<file path="config.mk">
export PLATFORM = sky130hd
export DESIGN_NAME = clock_divider_ctrl
export DESIGN_NICKNAME = d
export VERILOG_FILES = /design/src/rtl/clock_divider_ctrl.sv
export SDC_FILE = /design/constraint.sdc
export NUM_CORES = 1
export LEC_CHECK = 0
export ABC_AREA = 0
export CORE_UTILIZATION = 48
export CTS_CLUSTER_SIZE = 10
export DETAILED_ROUTE_END_ITERATION = 6
export GPL_TIMING_DRIVEN = 0
export HOLD_SLACK_MARGIN = 0.02
export PLACE_DENSITY_LB_ADDON = 0.12
export SLEW_MARGIN = 10
export SYNTH_ARGS = -nofsm -noshare
export SYNTH_HDL_FRONTEND = slang
export SYNTH_SLANG_ARGS = --single-unit
</file>
<file path="constraint.sdc">
create_clock -name i_clk -period 1.8 [get_ports i_clk]
set_input_delay 0.36 -clock i_clk [delete_from_list [all_inputs] [get_ports i_clk]]
set_output_delay 0.36 -clock i_clk [all_outputs]
set_load 0.01 [all_outputs]
</file>
<file path="src/rtl/clock_divider_ctrl.sv">
// Run-time divisor/start-stop controller for the CPU clock divider.
// Optional single-step support: define CLOCK_DIVIDER_CTRL_STEP_EN.
module clock_divider_ctrl #(
    parameter int WIDTH       = 16,
    parameter int DEFAULT_DIV = 2
) (
    input  logic             i_clk,
    input  logic             i_rst,
    input  logic             i_run,
    input  logic             i_step,
    input  logic [WIDTH-1:0] i_div,
    input  logic             i_div_valid,
    output logic             o_div_ready,
    output logic [WIDTH-1:0] o_div_active,
    output logic             o_clk,
    output logic             o_clk_en,
    output logic             o_running,
    output logic [1:0]       o_state
);

    // Handshake: a divisor transfers on any edge where i_div_valid && o_div_ready;
    // o_div_ready stays low while a divisor is pending and returns after it is applied.
    typedef enum logic [1:0] {
        S_IDLE     = 2'd0,
        S_RUN      = 2'd1,
        S_STOPPING = 2'd2
`ifdef CLOCK_DIVIDER_CTRL_STEP_EN
        , S_STEP   = 2'd3
`endif
    } state_t;

    state_t           state_q, state_n;
    logic [WIDTH-1:0] cnt_q, cnt_n;
    logic [WIDTH-1:0] div_q, div_n;
    logic [WIDTH-1:0] pend_q, pend_n;
    logic             pv_q, pv_n;
    logic             clk_q, clk_n;
    logic             en_q, en_n;
    logic             boundary;
    logic             adv;

`ifndef CLOCK_DIVIDER_CTRL_STEP_EN
    logic step_unused;
    assign step_unused = i_step;
`endif

    assign boundary = (cnt_q == div_q);

    always_ff @(posedge i_clk or posedge i_rst) begin
        if (i_rst) begin
            state_q <= S_IDLE;
            cnt_q   <= '0;
            div_q   <= WIDTH'(DEFAULT_DIV);
            pend_q  <= '0;
            pv_q    <= 1'b0;
            clk_q   <= 1'b0;
            en_q    <= 1'b0;
        end else begin
            state_q <= state_n;
            cnt_q   <= cnt_n;
            div_q   <= div_n;
            pend_q  <= pend_n;
            pv_q    <= pv_n;
            clk_q   <= clk_n;
            en_q    <= en_n;
        end
    end

    always_comb begin
        state_n = state_q;
        cnt_n   = cnt_q;
        div_n   = div_q;
        pend_n  = pend_q;
        pv_n    = pv_q;
        clk_n   = clk_q;
        en_n    = 1'b0;
        adv     = 1'b0;

        if (i_div_valid && !pv_q) begin
            pend_n = i_div;
            pv_n   = 1'b1;
        end

        case (state_q)
            S_IDLE: begin
                cnt_n = '0;
                clk_n = 1'b0;
                if (pv_q) begin
                    div_n = pend_q;
                    pv_n  = 1'b0;
                end
                if (i_run) begin
                    state_n = S_RUN;
                end
`ifdef CLOCK_DIVIDER_CTRL_STEP_EN
                else if (i_step) begin
                    // Step starts with the rising edge so the period is rise-then-fall.
                    state_n = S_STEP;
                    clk_n   = 1'b1;
                    en_n    = 1'b1;
                end
`endif
            end
            S_RUN: begin
                if (!i_run && !clk_q) begin
                    state_n = S_IDLE;
                    cnt_n   = '0;
                end else begin
                    adv = 1'b1;
                    if (!i_run) begin
                        state_n = boundary ? S_IDLE : S_STOPPING;
                    end
                end
            end
            S_STOPPING: begin
                adv = 1'b1;
                if (i_run) begin
                    state_n = S_RUN;
                end else if (boundary) begin
                    state_n = S_IDLE;
                end
            end
`ifdef CLOCK_DIVIDER_CTRL_STEP_EN
            S_STEP: begin
                if (boundary) begin
                    cnt_n = '0;
                    clk_n = 1'b0;
                    if (pv_q) begin
                        div_n = pend_q;
                        pv_n  = 1'b0;
                    end
                    if (!clk_q) begin
                        state_n = S_IDLE;
                    end
                end else begin
                    cnt_n = cnt_q + WIDTH'(1);
                end
            end
`endif
            default: begin
                state_n = S_IDLE;
            end
        endcase

        // Free-running half-period count; a pending divisor takes over at the boundary.
        if (adv) begin
            if (boundary) begin
                cnt_n = '0;
                clk_n = ~clk_q;
                en_n  = ~clk_q;
                if (pv_q) begin
                    div_n = pend_q;
                    pv_n  = 1'b0;
                end
            end else begin
                cnt_n = cnt_q + WIDTH'(1);
            end
        end
    end

    assign o_div_ready  = ~pv_q;
    assign o_div_active = div_q;
    assign o_clk        = clk_q;
    assign o_clk_en     = en_q;
    assign o_state      = state_q;
`ifdef CLOCK_DIVIDER_CTRL_STEP_EN
    assign o_running    = (state_q == S_RUN) || (state_q == S_STEP);
`else
    assign o_running    = (state_q == S_RUN);
`endif

endmodule

</file>
==> results of run 1 <==
## layer usage
layer / vias up / wire length [um] / track usage, %
met5: - / 0 / 0
met4: 0 / 26 / 5.00
met3: 2 / 227 / 4.10
met2: 47 / 2720 / 34.1
met1: 962 / 2670 / 27.6
li1: 948 / - / -
## sequential cells by signal, summed over array words and instances, names as in the netlist
name and cells:
cnt_q 16, o_clk 1, o_clk_en 1, o_div_active 16
o_state 2, pend_q 16, pv_q 1
## worst max-delay path by stage
stage / slack (ns) / start / endpoint / cells past startpoint
after floorplan: -0.05 / o_div_active[7] / o_div_active[10] / 6
after global placement: -0.81 / i_rst / pend_q[11] / 2
after detailed placement: -0.48 / i_div_valid / pend_q[7] / 5
after CTS: -0.18 / o_div_active[1] / o_div_active[13] / 6
after global routing: -0.22 / cnt_q[0] / o_div_active[5] / 6
final: -0.15 / cnt_q[0] / o_div_active[13] / 6
## worst max-delay path, stage by stage (launching register included)
cell and delay [ns]:
dfrtp_2 0.45, xor2_2 0.20, nor4_4 0.35, and4_4 0.31, o21ai_4 0.09, buf_6 0.14
a221o_1 0.30
## synth_stat cells
library cell	n	area (sq um)
a21o_1	2	15.0
a21oi_1	4	20.0
a221o_1	16	160
a31oi_1	1	6.26
and3_1	17	106
and4_1	3	26.3
and4_4	1	11.3
buf_1	1	3.75
buf_2	1	5.00
buf_6	2	22.5
clkbuf_1	6	22.5
dfrtp_1	52	1300
dfstp_2	1	26.3
ha_1	5	62.6
inv_1	7	26.3
mux2_2	17	191
nand2_1	10	37.5
nand2b_1	1	6.26
nand3_1	6	30.0
nand4_1	3	18.8
nand4_2	1	12.5
nand4b_1	1	8.76
nor2_1	16	60.1
nor2b_1	3	18.8
nor3_1	5	25.0
nor3_4	1	16.3
nor3b_1	2	15.0
nor4_2	4	50.1
o211ai_1	1	7.51
o21a_1	3	22.5
o21ai_0	2	10.0
o21ai_4	1	16.3
o22ai_1	1	6.26
or4_1	1	7.51
xnor2_1	7	61.3
xor2_1	21	184
## timing repair
item | in CTS | in global routing
setup buffers | 12 | 4
pin swaps | 22 | 8
gates cloned | 1 | 0
setup endpoints to repair | 44 | 46
resized for setup | 23 | 16
## per-stage QoR
step / worst slack, ns / setup TNS (ns) / area (sq um) / cells / power, mW
finish: -0.155 / -3.94 / 3490 / 363 / 4.66
global route: -0.215 / -5.58 / 3490 / 363 / 4.96
CTS: -0.184 / -4.62 / 3400 / 359 / 4.57
detailed placement: -0.480 / -11.73 / 3140 / 338 / 3.74
global placement: -0.809 / -53.45 / 3120 / 337 / 3.70
floorplan: -0.0549 / -0.549 / 2630 / 226 / 2.98
## final cells by class
| cell class | count | area [sq um] | share of cell area (%) |
|---|---|---|---|
| Buffer | 10 | 73.8 | 2.12 |
| Clock buffer | 6 | 82.6 | 2.37 |
| Clock inverter | 2 | 17.5 | 0.502 |
| Inverter | 7 | 26.3 | 0.753 |
| Multi-Input combinational cell | 156 | 1290 | 37.1 |
| Sequential cell | 53 | 1330 | 38.2 |
| Tap cell | 70 | 87.6 | 2.51 |
| Timing Repair Buffer | 59 | 573 | 16.4 |
## logic make-up (layout without fill, tap and decap cells)
logic type | count (synthesis) | in the layout | synth area share (%)
multiplexers | 17 | 17 | 7.30
AND/OR/NAND/NOR | 75 | 75 | 17.2
XOR/XNOR | 28 | 28 | 9.36
flip-flops | 53 | 53 | 50.6
buffers and inverters | 17 | 84 | 3.05
adder cells (fa/ha/maj) | 5 | 5 | 2.39
AO/OA/AOI/OAI | 31 | 31 | 10.1
## power by group through the flow
stage | Combinational, mW | Sequential [mW] | Clock (mW)
6_report | 1.99 | 1.95 | 0.721
5_1_grt | 2.16 | 2.02 | 0.784
4_1_cts | 1.89 | 1.94 | 0.737
3_5_place_dp | 1.77 | 1.97 | 0
3_3_place_gp | 1.73 | 1.97 | 0
2_1_floorplan | 1.03 | 1.95 | 0
==> out/metrics.yaml, run 1 <==
slew-limit-headroom_pct: 69.7
maxSlewViolCount: 0
fin_util_pct: 67.4
htreeDepth: 2
path_clk_slew_ns: 0.10
finalCritPeriodShare_pct: 109
combPwrFrac_pct: 42.7
cts-root-buf: "clkbuf_8"
grt_antenna_before_repair: 0
rsz0062_at_grt: "true"
syn_nets: 252
power_leakage_nw: 1.55
cap_violations: 0
p_switching_mw: 1.61
start_util_pct: 50.7
chipHeight_um: 75.9
synth_warnings: 0
vias: 1959
die_area_sq_um: 5760
status: "finished, violations left"
wl_um: 5640
pwr-share-seq_pct: 41.9
io-pin-count: 43
layout_commonest_cell: "dfrtp_1"
hold_buffers: 0
drive_gt1_share_pct: 25.9
critPathRequiredTime_ns: 1.99
synth_seq_cells: 53
cts.sinks: 53
final_cell_mix: "dfrtp_1 (49), clkdlybuf4s50_1 (38), xor2_1 (18), and3_1 (17), mux2_2 (17)"
core_sq_um: 5170
syn_area_per_cell_sq_um: 11.6
final_antenna_net_count: 0
insertion_delay_ns: 0.30
seq_area_frac_synth_pct: 50.6
p_sw_share_pct: 34.6
grt_max_degree: 40
diodes: 0
arrival_ns: 2.15
cts_buffer_depth: 2
grt_pass1_wl_um: 9280
grt_util_all_layers_pct: 20.5
worst_hold_slack_ns: 0.335
vias_per_cell: 5.40
final_nets: 318
setup_ws_ns: -0.155
grt_pass1_vias: 1907
p_per_area_nw_per_um2: 1340
drtPass1Iterations: 4
wl_per_cell_um: 15.5
io_buffers: 41
end_kind: "flip-flop"
area_growth_pct: 33.0
die_x_um: 75.9
drc: 0
synth_cells: 226
hold_viol: 0
finalSetupViolations: 29
synth.distinct_cells: 36
reg2reg_slack_ns: -0.15
dp_hpwl_um: 3930
place_congestion: 0.762
peakVddDrop_v: 0.000859
worst_setup_path_start_kind: "flip-flop"
hold_path_class: "primary input to asynchronous set/reset pin"
nFillCells: 425
reg2regPathDepth: 6
tightest_slew_ns: 0.455
power_frac_clock_pct: 15.5
rows: 26
critPathKind: "flip-flop to flip-flop"
timing.rr.start: "cnt_q[0]"
path_max_fanout: 5
violations: "negative setup slack"
drt_iter0_markers: 111
cts_buffers: 5
p_int_mw: 3.05
overflow: 0
period_needed_ns: 1.95
max_freq_mhz: 512
clock-skew-final_ns: 0.00480
worstReg2RegEnd: "o_div_active[13]"
netlist_area_sq_um: 2620
cts_tree: "built"
Power figures use the tool's default switching activity.
==> run 2, diff against run 1 <==
--- a/config.mk
+++ b/config.mk
@@ -11,7 +11,7 @@
 export DETAILED_ROUTE_END_ITERATION = 6
 export GPL_TIMING_DRIVEN = 0
 export HOLD_SLACK_MARGIN = 0.02
-export PLACE_DENSITY_LB_ADDON = 0.12
+export PLACE_DENSITY = 0.76
 export SLEW_MARGIN = 10
 export SYNTH_ARGS = -nofsm -noshare
 export SYNTH_HDL_FRONTEND = slang
==> run 2 against run 1 <==
Net effect: combinational power is essentially flat; global-route usage grew 0.61 points; clock skew grew 0.00085 ns; core utilization grew 1.2 points; critical path type unchanged; largest cell class unchanged; die area is the same; the flow still finishes with violations (negative setup slack).
==> out/metrics.yaml, run 2 (synthesized netlist as in run 1, its figures left out) <==
status: "finished, violations left"
violations: "negative setup slack"
drive_gt1_share_pct: 28.8  # +2.8 points
timing.rr.start: "cnt_q[11]"
htreeDepth: 2  # unchanged
use_met2_pct: 35.6  # +1.5 points
cp.depth: 6  # unchanged
crit_end: "o_div_active[3]"
critPathSlowestCell: "dfrtp_1"
layout_commonest_cell: "dfrtp_1"
grt_util_all_layers_pct: 21.1  # +0.61 points
setup_ws_ns: -0.132  # +0.0226 ns
wl_per_cell_um: 16.1  # +3.6%
placed_area_sq_um: 3140  # unchanged
cts_buffer_depth: 2  # unchanged
die_x_um: 75.9  # unchanged
drt_iter0_markers: 56  # -50%
clock-skew-final_ns: 0.00565  # +0.000849 ns
cp_slowest_stage_delay_ns: 0.43  # -0.02 ns
hold_viol: 0  # unchanged
vias: 2044  # +4.3%
diodes: 0  # unchanged
fin_util_pct: 68.7  # +1.2 points
finalSetupViolations: 27  # -6.9%
rsz0062_at_grt: "true"
grt_antenna_before_repair: 0  # unchanged
critPathRequiredTime_ns: 1.99  # about the same
end_kind: "flip-flop"
final_nets: 324  # +1.9%
finalCritPeriodShare_pct: 107  # -1.3 points
p_per_area_nw_per_um2: 1300  # -2.5%
reg2reg_slack_ns: -0.13  # +0.02 ns
final_antenna_net_count: 0  # unchanged
power_leakage_nw: 1.58  # +2.1%
cts-root-buf: "clkbuf_8"
start_util_pct: 50.7  # unchanged
rows: 26  # unchanged
insertion_delay_ns: 0.31  # about the same
cts_tree: "built"
slew-limit-headroom_pct: 74.0  # +4.3 points
grt_pass1_wl_um: 9600  # +3.5%
tightest_slew_ns: 0.388  # -0.0673 ns
period_needed_ns: 1.93  # -0.0226 ns
die_area_sq_um: 5760  # unchanged
critPathKind: "flip-flop to flip-flop"
wl_um: 5940  # +5.3%
fin_area_sq_um: 3550  # +1.8%
cts.sinks: 53  # unchanged
maxSlewViolCount: 0  # unchanged
use_met1_pct: 26.0  # -1.6 points
worstPathCellList: "xor2_1 -> nor4_2 -> and4_4 -> o21ai_4 -> buf_12 -> a221o_1"
worst-path-buf-inv: 1  # unchanged
cts_buffers: 5  # unchanged
final_cell_mix: "dfrtp_1 (47), clkdlybuf4s50_1 (38), xor2_1 (19), and3_1 (17), mux2_2 (17)"
vias_per_cell: 5.54  # +2.6%
area_growth_pct: 35.5
worst_setup_path_start_kind: "flip-flop"
core_sq_um: 5170  # unchanged
grt_pass1_vias: 2016  # +5.7%
overflow: 0  # unchanged
hold_buffers: 0  # unchanged
critPathLaunch: "cnt_q[11]"
peakVddDrop_v: 0.000692  # -19%
drc: 0  # unchanged
grt_max_degree: 41  # +2.5%
grt_busiest_layer: "met2"
place_congestion: 0.745  # -2.2%
power.total_mw: 4.63  # -0.74%
chipHeight_um: 75.9  # unchanged
path_clk_slew_ns: 0.09  # about the same
io-pin-count: 43  # unchanged
hold_path_class: "primary input to asynchronous set/reset pin"
arrival_ns: 2.13  # -0.02 ns
dp_hpwl_um: 4030  # +2.4%
dp_slack_ns: -0.436  # +0.0437 ns
max_freq_mhz: 518  # +1.2%
path_max_fanout: 5  # unchanged
worstReg2RegEnd: "o_div_active[3]"
crit_family: "simple AND/OR/NAND/NOR gates"
reg2regPathDepth: 6  # unchanged
grt_util_met3_pct: 4.94  # +0.84 points
cap_violations: 0  # unchanged
drtPass1Iterations: 4  # unchanged
io_buffers: 41  # unchanged
[run 2: final cells by class]
type,instances,area (sq um)
clock buffers,6,72.6
clock inverters,2,16.3
well taps,70,87.6
fillers,390,1620
plain buffers,10,67.6
repair buffers,65,634
inverters,7,28.8
multi-input cells,156,1310
flip-flops and latches,53,1330
[run 2: worst reg2reg max path, cell delays in order, from the launching register on]
cell     delay (ns)
dfrtp_1        0.43
xor2_1         0.18
nor4_2         0.38
and4_4         0.30
o21ai_4        0.09
buf_12         0.14
a221o_1        0.31
[run 2: per-layer routing]
layer | vias to the layer above | part of all wire [%]
met5 | - | 0
met4 | 0 | 1.8
met3 | 9 | 3.1
met2 | 40 | 52
met1 | 1033 | 43
li1 | 962 | -
[run 2: per-stage QoR]
step           TNS [ns]  std cells  hold slack, ns
2_1_floorplan    -0.549        226           0.488
4_1_cts           -3.46        361           0.332
3_3_place_gp     -52.50        337           0.503
6_report          -2.32        369           0.325
5_1_grt           -4.10        369           0.353
3_5_place_dp     -11.06        338           0.508
[run 2: power breakdown]
group          switching, mW  internal (mW)
combinational          0.847           1.15
sequential             0.387           1.58
clock                  0.388          0.277
[run 2: how the worst min path moves through the flow]
stage | start | endpoint | slack [ns] | cells after the start
2_1_floorplan | pend_q[15] | o_div_active[15] | 0.49 | 1
3_3_place_gp | pend_q[4] | o_div_active[4] | 0.50 | 1
6_report | i_rst | cnt_q[3] | 0.32 | 2
3_5_place_dp | pend_q[15] | o_div_active[15] | 0.51 | 1
4_1_cts | i_rst | cnt_q[15] | 0.33 | 2
5_1_grt | i_rst | cnt_q[15] | 0.35 | 2
[run 2: what timing repair did]
item | in CTS | in global routing
setup buffers | 13 | 8
endpoints found under the setup margin | 44 | 45
pin swaps | 25 | 12
hold endpoints to repair | 0 | 0
gates resized for setup | 26 | 22
gates cloned | 2 | 0
